### src/rtl/nes_pad_pkg.sv
// Shared definitions for the NES pad poller: button bit positions and FSM states.
// Pure declarations; no timing or flow control.
package nes_pad_pkg;

  localparam int BTN_A      = 0;
  localparam int BTN_B      = 1;
  localparam int BTN_SELECT = 2;
  localparam int BTN_START  = 3;
  localparam int BTN_UP     = 4;
  localparam int BTN_DOWN   = 5;
  localparam int BTN_LEFT   = 6;
  localparam int BTN_RIGHT  = 7;

  typedef enum logic [2:0] {
    IDLE,
    LATCH,
    WAIT0,
    CLK_HI,
    CLK_LO,
    DONE
  } state_t;

endpackage

### src/rtl/nes_pad_poller_if.sv
// Pad GPIO lines plus the core-facing poll request and button results.
// slave = poller view, master = game logic / pad side view.
interface nes_pad_poller_if;
  logic       iStart;
  logic       iAuto_EN;
  logic       iNES_DATA;
  logic       oNES_LATCH;
  logic       oNES_CLK;
  logic [7:0] oButtons;
  logic [7:0] oPressed;
  logic       oValid;
  logic       oBusy;

  modport slave (
    input  iStart, iAuto_EN, iNES_DATA,
    output oNES_LATCH, oNES_CLK, oButtons, oPressed, oValid, oBusy
  );

  modport master (
    output iStart, iAuto_EN, iNES_DATA,
    input  oNES_LATCH, oNES_CLK, oButtons, oPressed, oValid, oBusy
  );
endinterface

### src/rtl/nes_pad_sync.sv
// 2-flop synchronizer for the active-low pad data line; output is 1 = pressed.
// Latency 2 cycles; no backpressure. Resets to the pulled-up (released) level.
module nes_pad_sync (
  input  logic clk,
  input  logic rst,
  input  logic raw_n,
  output logic bit_dat
);
  logic meta_q;
  logic sync_q;

  always_ff @(posedge clk) begin
    if (rst) begin
      meta_q <= 1'b1;
      sync_q <= 1'b1;
    end else begin
      meta_q <= raw_n;
      sync_q <= meta_q;
    end
  end

  assign bit_dat = ~sync_q;
endmodule

### src/rtl/nes_pad_poller.sv
// Drives NES latch/clock, shifts in 8 buttons, publishes registered state + press edges.
// LATCH+15*HALF+1 cycles per poll; triggers while busy collapse into one pending poll.
module nes_pad_poller
  import nes_pad_pkg::*;
#(
  parameter int LATCH_CYCLES = 600,
  parameter int HALF_CYCLES  = 300,
  parameter int POLL_CYCLES  = 833333
) (
  input logic             iCLK,
  input logic             iRST,
  nes_pad_poller_if.slave pad
);
  localparam int CNT_MAX = (LATCH_CYCLES > HALF_CYCLES) ? LATCH_CYCLES : HALF_CYCLES;
  localparam int CW      = $clog2(CNT_MAX + 1);
  localparam int PW      = $clog2(POLL_CYCLES + 1);
  localparam logic [CW-1:0] LATCH_LAST = CW'(LATCH_CYCLES - 1);
  localparam logic [CW-1:0] HALF_LAST  = CW'(HALF_CYCLES - 1);
  localparam logic [PW-1:0] POLL_LAST  = PW'(POLL_CYCLES - 1);

  state_t        state, state_nxt;
  logic [CW-1:0] cnt, cnt_nxt;
  logic [2:0]    bit_cnt, bit_nxt;
  logic [7:0]    shift, shift_nxt;
  logic [PW-1:0] poll_cnt;
  logic          pending;
  logic          trig;
  logic          data;

  nes_pad_sync u_sync (
    .clk     (iCLK),
    .rst     (iRST),
    .raw_n   (pad.iNES_DATA),
    .bit_dat (data)
  );

  assign trig = pad.iStart | (pad.iAuto_EN & (poll_cnt == POLL_LAST));

  always_ff @(posedge iCLK) begin
    if (iRST) begin
      poll_cnt <= '0;
      pending  <= 1'b0;
    end else begin
      if (!pad.iAuto_EN || poll_cnt == POLL_LAST) poll_cnt <= '0;
      else                                         poll_cnt <= poll_cnt + 1'b1;
      // IDLE is the consume point, so a pending request never survives it.
      if (state == IDLE)  pending <= 1'b0;
      else if (trig)      pending <= 1'b1;
    end
  end

  always_comb begin
    state_nxt = state;
    cnt_nxt   = cnt + 1'b1;
    bit_nxt   = bit_cnt;
    shift_nxt = shift;
    case (state)
      IDLE: begin
        cnt_nxt = '0;
        if (trig || pending) state_nxt = LATCH;
      end
      LATCH: begin
        if (cnt == LATCH_LAST) begin
          state_nxt = WAIT0;
          cnt_nxt   = '0;
        end
      end
      WAIT0: begin
        if (cnt == HALF_LAST) begin
          shift_nxt[BTN_A] = data;
          bit_nxt          = 3'd1;
          state_nxt        = CLK_HI;
          cnt_nxt          = '0;
        end
      end
      CLK_HI: begin
        if (cnt == HALF_LAST) begin
          state_nxt = CLK_LO;
          cnt_nxt   = '0;
        end
      end
      CLK_LO: begin
        if (cnt == HALF_LAST) begin
          shift_nxt[bit_cnt] = data;
          cnt_nxt            = '0;
          if (bit_cnt == 3'(BTN_RIGHT)) begin
            state_nxt = DONE;
          end else begin
            bit_nxt   = bit_cnt + 3'd1;
            state_nxt = CLK_HI;
          end
        end
      end
      DONE: begin
        cnt_nxt   = '0;
        state_nxt = IDLE;
      end
      default: begin
        cnt_nxt   = '0;
        state_nxt = IDLE;
      end
    endcase
  end

  // Outputs are registered from the next state so they line up with the state cycle.
  always_ff @(posedge iCLK) begin
    if (iRST) begin
      state          <= IDLE;
      cnt            <= '0;
      bit_cnt        <= '0;
      shift          <= '0;
      pad.oNES_LATCH <= 1'b0;
      pad.oNES_CLK   <= 1'b0;
      pad.oButtons   <= '0;
      pad.oPressed   <= '0;
      pad.oValid     <= 1'b0;
      pad.oBusy      <= 1'b0;
    end else begin
      state          <= state_nxt;
      cnt            <= cnt_nxt;
      bit_cnt        <= bit_nxt;
      shift          <= shift_nxt;
      pad.oNES_LATCH <= (state_nxt == LATCH);
      pad.oNES_CLK   <= (state_nxt == CLK_HI);
      pad.oBusy      <= (state_nxt != IDLE);
      pad.oValid     <= (state_nxt == DONE);
      if (state_nxt == DONE) begin
        pad.oButtons <= shift_nxt;
        pad.oPressed <= shift_nxt & ~pad.oButtons;
      end else begin
        pad.oPressed <= '0;
      end
    end
  end
endmodule
### src/flat_wrapper.sv
// flat-port wrapper written by rule: the top's interface ports become plain ports
module nes_pad_poller_flat import nes_pad_pkg::*;
#(
  parameter int LATCH_CYCLES = 600,
  parameter int HALF_CYCLES  = 300,
  parameter int POLL_CYCLES  = 833333
)
  (iCLK, iRST, pad_iStart, pad_iAuto_EN, pad_iNES_DATA, pad_oNES_LATCH, pad_oNES_CLK, pad_oButtons, pad_oPressed, pad_oValid, pad_oBusy);
  nes_pad_poller_if pad_i ();
  input logic iCLK;
  input logic iRST;
  input wire logic [$bits(pad_i.iStart)-1:0] pad_iStart;
  input wire logic [$bits(pad_i.iAuto_EN)-1:0] pad_iAuto_EN;
  input wire logic [$bits(pad_i.iNES_DATA)-1:0] pad_iNES_DATA;
  output wire logic [$bits(pad_i.oNES_LATCH)-1:0] pad_oNES_LATCH;
  output wire logic [$bits(pad_i.oNES_CLK)-1:0] pad_oNES_CLK;
  output wire logic [$bits(pad_i.oButtons)-1:0] pad_oButtons;
  output wire logic [$bits(pad_i.oPressed)-1:0] pad_oPressed;
  output wire logic [$bits(pad_i.oValid)-1:0] pad_oValid;
  output wire logic [$bits(pad_i.oBusy)-1:0] pad_oBusy;
  assign pad_i.iStart = pad_iStart;
  assign pad_i.iAuto_EN = pad_iAuto_EN;
  assign pad_i.iNES_DATA = pad_iNES_DATA;
  assign pad_oNES_LATCH = pad_i.oNES_LATCH;
  assign pad_oNES_CLK = pad_i.oNES_CLK;
  assign pad_oButtons = pad_i.oButtons;
  assign pad_oPressed = pad_i.oPressed;
  assign pad_oValid = pad_i.oValid;
  assign pad_oBusy = pad_i.oBusy;
  nes_pad_poller #(.LATCH_CYCLES(LATCH_CYCLES), .HALF_CYCLES(HALF_CYCLES), .POLL_CYCLES(POLL_CYCLES)) u_core (.iCLK(iCLK), .iRST(iRST), .pad(pad_i));
endmodule
### config.mk
export PLATFORM = sky130hd
export DESIGN_NAME = nes_pad_poller_flat
export DESIGN_NICKNAME = d
export VERILOG_FILES = /design/src/rtl/nes_pad_pkg.sv /design/src/rtl/nes_pad_poller_if.sv /design/src/rtl/nes_pad_sync.sv /design/src/rtl/nes_pad_poller.sv /design/src/flat_wrapper.sv
export SDC_FILE = /design/constraint.sdc
export NUM_CORES = 1
export LEC_CHECK = 0
export ABC_AREA = 0
export BUFFER_PORTS_ARGS = -buffer_cell sky130_fd_sc_hd__buf_2
export CELL_PAD_IN_SITES_DETAIL_PLACEMENT = 0
export CELL_PAD_IN_SITES_GLOBAL_PLACEMENT = 1
export CORE_MARGIN = 4
export CORE_UTILIZATION = 35
export CTS_CLUSTER_DIAMETER = 30
export DETAILED_ROUTE_END_ITERATION = 16
export PLACE_DENSITY = 0.66
export SLEW_MARGIN = 20
export SYNTH_ARGS = -nofsm -noshare
export SYNTH_HDL_FRONTEND = slang
export SYNTH_SLANG_ARGS = --single-unit
### constraint.sdc
create_clock -name iCLK -period 2.3 [get_ports iCLK]
set_input_delay 0.23 -clock iCLK [delete_from_list [all_inputs] [get_ports iCLK]]
set_output_delay 0.23 -clock iCLK [all_outputs]
set_load 0.005 [all_outputs]
==> results of run 1 <==
-- routing by layer --
layer  share of wire [%]  wire (µm)  vias up
met5                   0          0        -
met4                 1.8        106        0
met3                 4.3        253       14
met2                  45       2680       31
met1                  49       2890     1012
li1                    -          -     1172
-- final cells by class --
class	instances	share of cell area, %
sequential	67	38.3
inverter	11	1.18
clock inverter	6	1.86
tap	102	3.64
multi-input combinational	226	43.6
clock buffer	10	3.93
timing repair buffer	43	7.50
-- critical path, stage by stage (launching register included) --
cell and delay (ns):
dfxtp_1 0.31, or4b_1 0.56, nor4_4 0.20, a311oi_2 0.18, o221ai_4 0.30, nand2_4 0.16, mux2_4 0.32
-- power groups by stage --
stage	registers, mW	clock network (mW)	logic, mW
floorplan	1.20	0	0.0560
global placement	1.21	0	0.0852
detailed placement	1.21	0	0.0863
CTS	1.18	1.03	0.0869
global route	1.18	1.08	0.0981
finish	1.18	0.986	0.0877
-- how the worst min path moves through the flow --
stage,to,slack (ns),cells after the start,startpoint
finish,u_core.u_sync.meta_q$_SDFF_PP1_,0.06,2,pad_iNES_DATA
global route,u_core.u_sync.meta_q$_SDFF_PP1_,0.05,2,pad_iNES_DATA
CTS,u_core.u_sync.meta_q$_SDFF_PP1_,0.04,2,pad_iNES_DATA
detailed placement,u_core.u_sync.sync_q$_SDFF_PP1_,0.39,1,u_core.u_sync.meta_q$_SDFF_PP1_
global placement,u_core.u_sync.sync_q$_SDFF_PP1_,0.39,1,u_core.u_sync.meta_q$_SDFF_PP1_
floorplan,u_core.u_sync.meta_q$_SDFF_PP1_,0.33,1,pad_iNES_DATA
-- layout by cell type (no fill, tap or decap), types with 6 or more instances in the layout --
cell type,instances
dfxtp_1,67
nor2_1,59
buf_2,24
buf_4,19
nand2_1,16
xnor2_1,14
nand3_1,13
xor2_1,12
inv_1,10
nor3_1,10
clkbuf_8,10
and3_1,9
mux2i_1,9
nand4_1,8
nor2b_1,8
mux2_4,7
a21oi_1,6
-- cell families (layout without fill, tap and decap cells) --
logic type	Yosys count	count (layout)
buf+inv	21	70
simple gates	156	156
flops	67	67
fa+ha+maj	5	5
mux	16	16
xor+xnor	26	26
compound gates	23	23
-- state kept, by name (all words and copies together) (netlist names) --
signal and count:
u_core.u_sync.sync_q 1, u_core.pad.oButtons 8, u_core.u_sync.meta_q 1, u_core.shift 8
u_core.state 3, u_core.pad.oPressed 8, u_core.pending 1, u_core.bit_cnt 3
u_core.pad.oBusy 1, u_core.pad.oNES_CLK 1, u_core.pad.oNES_LATCH 1, u_core.cnt 10
u_core.poll_cnt 20, u_core.pad.oValid 1
-- through the flow --
stage	worst slack [ns]	power, mW	std cells	TNS, ns	hold slack (ns)
5_1_grt	0.0219	2.36	465	0	0.0512
2_1_floorplan	0.114	1.26	314	0	0.334
3_5_place_dp	-0.00336	1.29	449	-0.00979	0.394
4_1_cts	0.00620	2.30	465	0	0.0428
6_report	0.144	2.25	465	0	0.0608
3_3_place_gp	0.0504	1.29	449	0	0.391
-- repair_timing --
action,CTS,global route
gates cloned,0,0
gates resized for setup,0,8
hold endpoints to repair,0,0
setup endpoints to repair,7,18
pin swaps,1,3
==> results.ini, run 1 <==
[critical_path]
cp-startpoint=u_core.poll_cnt[16]$_SDFF_PP0_
critPathMaxFanout=7
start_kind=flop
rr_endpoint=u_core.pad.oButtons[3]$_SDFFE_PP0N_
rrSetupSlack_ns=0.14
crit_end=u_core.pad.oButtons[3]$_SDFFE_PP0N_
worst-setup-path-type=flop to flop
worst_ep_required_time_ns=2.53
r2r_cells=6
end_kind=flop
worstReg2RegStart=u_core.poll_cnt[16]$_SDFF_PP0_
cp.arrival_ns=2.39

[sta]
worst_pin_slew_ns=0.490
hold_viol_final=0
layout_min_cycle_time_ns=2.16
maxSlewHeadroom_pct=67.3
fin_skew_ns=0.00679
setup_viol_count_final=0
clock.fmax_mhz=464
drv_slew=0
grt_setup_unrepaired=false
final.period_utilization_pct=93.8

[synthesis]
synth_compound_area_share_pct=5.95
yosys.area.top_type=dfxtp_1
yosysSeqAreaShare_pct=46.2
synthArstFlopShare_pct=0
synth_top_family_by_area=simple AND/OR/NAND/NOR gates
netlist.area_leader.share_pct=46.2
ys_ff_latch=67
yosys.area_share.simple_pct=28.3
synthMostInstantiatedCell=dfxtp_1
netlist_instances=314
netlist_area_mm2=0.00290
yosys.area_share.adder_pct=2.16
synth_area_per_cell_um2=9.24
synth-edff-count=0
synth_xor_area_share_pct=7.85
yosys_warnings=0
ys_top_cells_by_area=dfxtp_1 (46%), nor2_1 (7.6%), xnor2_1 (4.2%)
synthMuxAreaShare_pct=6.73
synth_nets=324
synth_cell_types=50
ys.flop_type=dfxtp_1
yosys-top-cells-count=dfxtp_1 (67), nor2_1 (59), nand2_1 (16), xnor2_1 (14), nand3_1 (13)

[route]
vias=2229
wl_per_cell_um=12.7
drt_iter0_markers=64
drc_errors=0
antenna_left=0
viasPerCell=4.79
routed_wl_mm=5.93
drt_pass1_iterations=4

[clock_network]
clock-sinks=67
clk_transition_reported_paths_ns=0.07
h-tree-depth=3
cts_setup_buffers=0
cts_hold_buffers=0
cts_max_path_buffers=2
clkLatencyLatePin_ns=0.34
numCtsBuffers=9
clockRootBuffer=clkbuf_8
cts_tree=built

[placement]
dpl_cell_area_mm2=0.00325
routabilityCongestion=0.739
place.detailed.hpwl_mm=4.22
port_buffers=24

[global_route]
gr-usage-all-layers_pct=13.3
met1_usage_pct=17.0
gr-max-usage-layer=met2
grt_pass1_wl_mm=10.5
antenna_found_initial=0
grt_pass1_vias=2221
grt_util_met3_pct=4.81
grt_max_degree=29
overflow=0
grt_use_met2_pct=20.8

[cells_and_area]
multiInputGateArea_mm2=0.00153
fin_area_mm2=0.00350
seq_area_mm2=0.00134
nets=368
drive_gt1_share_pct=22.6
diodes=0
area_delta_synth_final_pct=20.7
n_fill_cell=762
utilization_pct=44.4

[job]
drv_cap=0

[power_and_ir_drop]
switching_share_pct=23.0
pwr-share-seq_pct=52.3
irDropWorstVdd_mv=0.372
power_density_mw_per_mm2=643
internal-power_mw=1.73
clkPwrFrac_pct=43.8
power.leakage_nw=1.39
p_switching_uw=519
combPwrFrac_pct=3.9

[floorplan]
initial_core_util_pct=36.8
core-area_mm2=0.00789
core.rowCount=32
die_y_um=99.1
die_x_um=99.1
io_pins=25
dieArea_mm2=0.00981

[run_status]
outcome=finished clean

[worst_hold_path]
hold_class=primary input to flop

Note: power is estimated with default switching activity, not from simulation.
==> inputs of run 2 (changes only) <==
--- a/config.mk
+++ b/config.mk
@@ -7,13 +7,12 @@
 export LEC_CHECK = 0
 export ABC_AREA = 0
 export BUFFER_PORTS_ARGS = -buffer_cell sky130_fd_sc_hd__buf_2
-export CELL_PAD_IN_SITES_DETAIL_PLACEMENT = 0
-export CELL_PAD_IN_SITES_GLOBAL_PLACEMENT = 1
+export CAP_MARGIN = 10
 export CORE_MARGIN = 4
 export CORE_UTILIZATION = 35
 export CTS_CLUSTER_DIAMETER = 30
 export DETAILED_ROUTE_END_ITERATION = 16
-export PLACE_DENSITY = 0.66
+export PLACE_DENSITY = 0.53
 export SLEW_MARGIN = 20
 export SYNTH_ARGS = -nofsm -noshare
 export SYNTH_HDL_FRONTEND = slang
==> run 2 against run 1 <==
Compared with the run above:
- worst hold slack better by 0.019 ns
- via count up 0.31%
- die area unchanged
- critical endpoint is now u_core.pad.oButtons[4]$_SDFFE_PP0N_
==> results.ini, run 2 (same netlist as run 1, synthesis figures left out) <==
[sta]
final.period_utilization_pct=94.0
drv_slew=0
setup_viol_count_final=0
maxSlewHeadroom_pct=65.2
fin_skew_ns=0.00696
layout_min_cycle_time_ns=2.16
clock.fmax_mhz=462
hold_viol_final=0
grt_setup_unrepaired=false
fin_ws_ns=0.138
worst_pin_slew_ns=0.522

[route]
wl_per_cell_um=12.7
drt_iter0_markers=77
routed_wl_mm=5.95
antenna_left=0
viasPerCell=4.78
drt_pass1_iterations=4
vias=2236
drc_errors=0

[cells_and_area]
diodes=0
largest_reg_flops=20
fin_area_mm2=0.00350
area_delta_synth_final_pct=20.5
nets=371
mostFrequentLayoutCell=dfxtp_1
drive_gt1_share_pct=22.7
top_register=u_core.poll_cnt
layout_common_cells=dfxtp_1 (67), nor2_1 (59), buf_2 (24)
largestRegisters=u_core.poll_cnt x20, u_core.cnt x10
layout.cells.non_filler=468
n_fill_cell=776

[clock_network]
numCtsBuffers=9
clk_transition_reported_paths_ns=0.07
h-tree-depth=3
cts_max_path_buffers=2
cts_setup_buffers=0
clock-sinks=67
cts_tree=built
clkLatencyLatePin_ns=0.33
clockRootBuffer=clkbuf_8

[floorplan]
die_x_um=99.1
core-area_mm2=0.00789
initial_core_util_pct=36.8
core.rowCount=32
io_pins=25
dieArea_mm2=0.00981
die_y_um=99.1

[placement]
dp_slack_ns=-0.00818
dp.cells=452
place.detailed.hpwl_mm=4.32
routabilityCongestion=0.794
dpl_cell_area_mm2=0.00327
port_buffers=24

[critical_path]
critPathMaxFanout=7
start_kind=flop
rrSetupSlack_ns=0.14
rr_endpoint=u_core.pad.oButtons[4]$_SDFFE_PP0N_
r2r_cells=6
worst-setup-path-type=flop to flop
cp.arrival_ns=2.39
worstReg2RegStart=u_core.poll_cnt[16]$_SDFF_PP0_
end_kind=flop
worst_ep_required_time_ns=2.52

[run_status]
outcome=finished clean

[global_route]
grt_use_met2_pct=20.1
grt_pass1_wl_mm=10.2
gr-max-usage-layer=met2
gr-usage-all-layers_pct=12.8
grt_pass1_vias=2154
met1_usage_pct=16.8
grt_util_met3_pct=3.89
grt_max_degree=29
overflow=0
antenna_found_initial=0

[power_and_ir_drop]
power.leakage_nw=1.41
irDropWorstVdd_mv=0.243
power_density_mw_per_mm2=636

[worst_hold_path]
hold_class=primary input to flop
min_to=u_core.u_sync.meta_q$_SDFF_PP1_
hold_depth=2
hp-start=pad_iNES_DATA

[job]
drv_cap=0

## run 2: final cells by class
cell class | instances | area, µm² | area share (%)
Tap cell | 102 | 128 | 3.65
Clock inverter | 6 | 65.1 | 1.86
Clock buffer | 10 | 128 | 3.65
Multi-Input combinational cell | 226 | 1510 | 43.1
Inverter | 11 | 41.3 | 1.18
Sequential cell | 67 | 1340 | 38.4
Timing Repair Buffer | 46 | 285 | 8.16
## run 2: where the power goes
group	switching [mW]	leakage, nW	internal (mW)
Clock	0.453	0.0966	0.503
Combinational	0.0534	0.777	0.0388
Sequential	0.00700	0.541	1.17
Total	0.513	1.41	1.71
## run 2: per-layer routing
layer,vias up,part of all wire (%)
met5,-,0
met4,0,1.3
met3,7,2.8
met2,29,45
met1,1029,51
li1,1171,-
## run 2: worst max-delay path, cell delays in order (launching register included)
cell and delay (ns):
dfxtp_1 0.31, or4b_1 0.56, nor4_4 0.19, a311oi_2 0.19, o221ai_4 0.31, nand2_4 0.17
mux2_4 0.32
## run 2: worst max path at each step
| stage | from | end | slack (ns) |
|---|---|---|---|
| floorplan | u_core.poll_cnt[14]$_SDFF_PP0_ | u_core.pad.oButtons[1]$_SDFFE_PP0N_ | 0.11 |
| global placement | u_core.poll_cnt[16]$_SDFF_PP0_ | u_core.pad.oButtons[7]$_SDFFE_PP0N_ | 0.06 |
| detailed placement | u_core.poll_cnt[16]$_SDFF_PP0_ | u_core.pad.oButtons[3]$_SDFFE_PP0N_ | -0.008 |
| CTS | u_core.poll_cnt[16]$_SDFF_PP0_ | u_core.pad.oButtons[4]$_SDFFE_PP0N_ | 0.02 |
| global route | u_core.cnt[0]$_SDFF_PP0_ | u_core.pad.oButtons[7]$_SDFFE_PP0N_ | 0.02 |
| finish | u_core.poll_cnt[16]$_SDFF_PP0_ | u_core.pad.oButtons[4]$_SDFFE_PP0N_ | 0.14 |
## run 2: timing repair
item,CTS,global route
hold buffers,0,0
pin swaps,1,4
resized for setup,2,3
setup endpoints to repair,7,15
hold endpoints to repair,0,0
## run 2: through the flow
stage                     util, %  hold WS, ns  total power [mW]  setup TNS [ns]
final                        44.3       0.0799              2.22               0
after CTS                    44.1       0.0568              2.26               0
after global placement       41.5        0.396              1.29               0
after floorplan                 -        0.334              1.26               0
after detailed placement     41.5        0.402              1.30         -0.0474
after global routing         44.3       0.0631              2.33               0
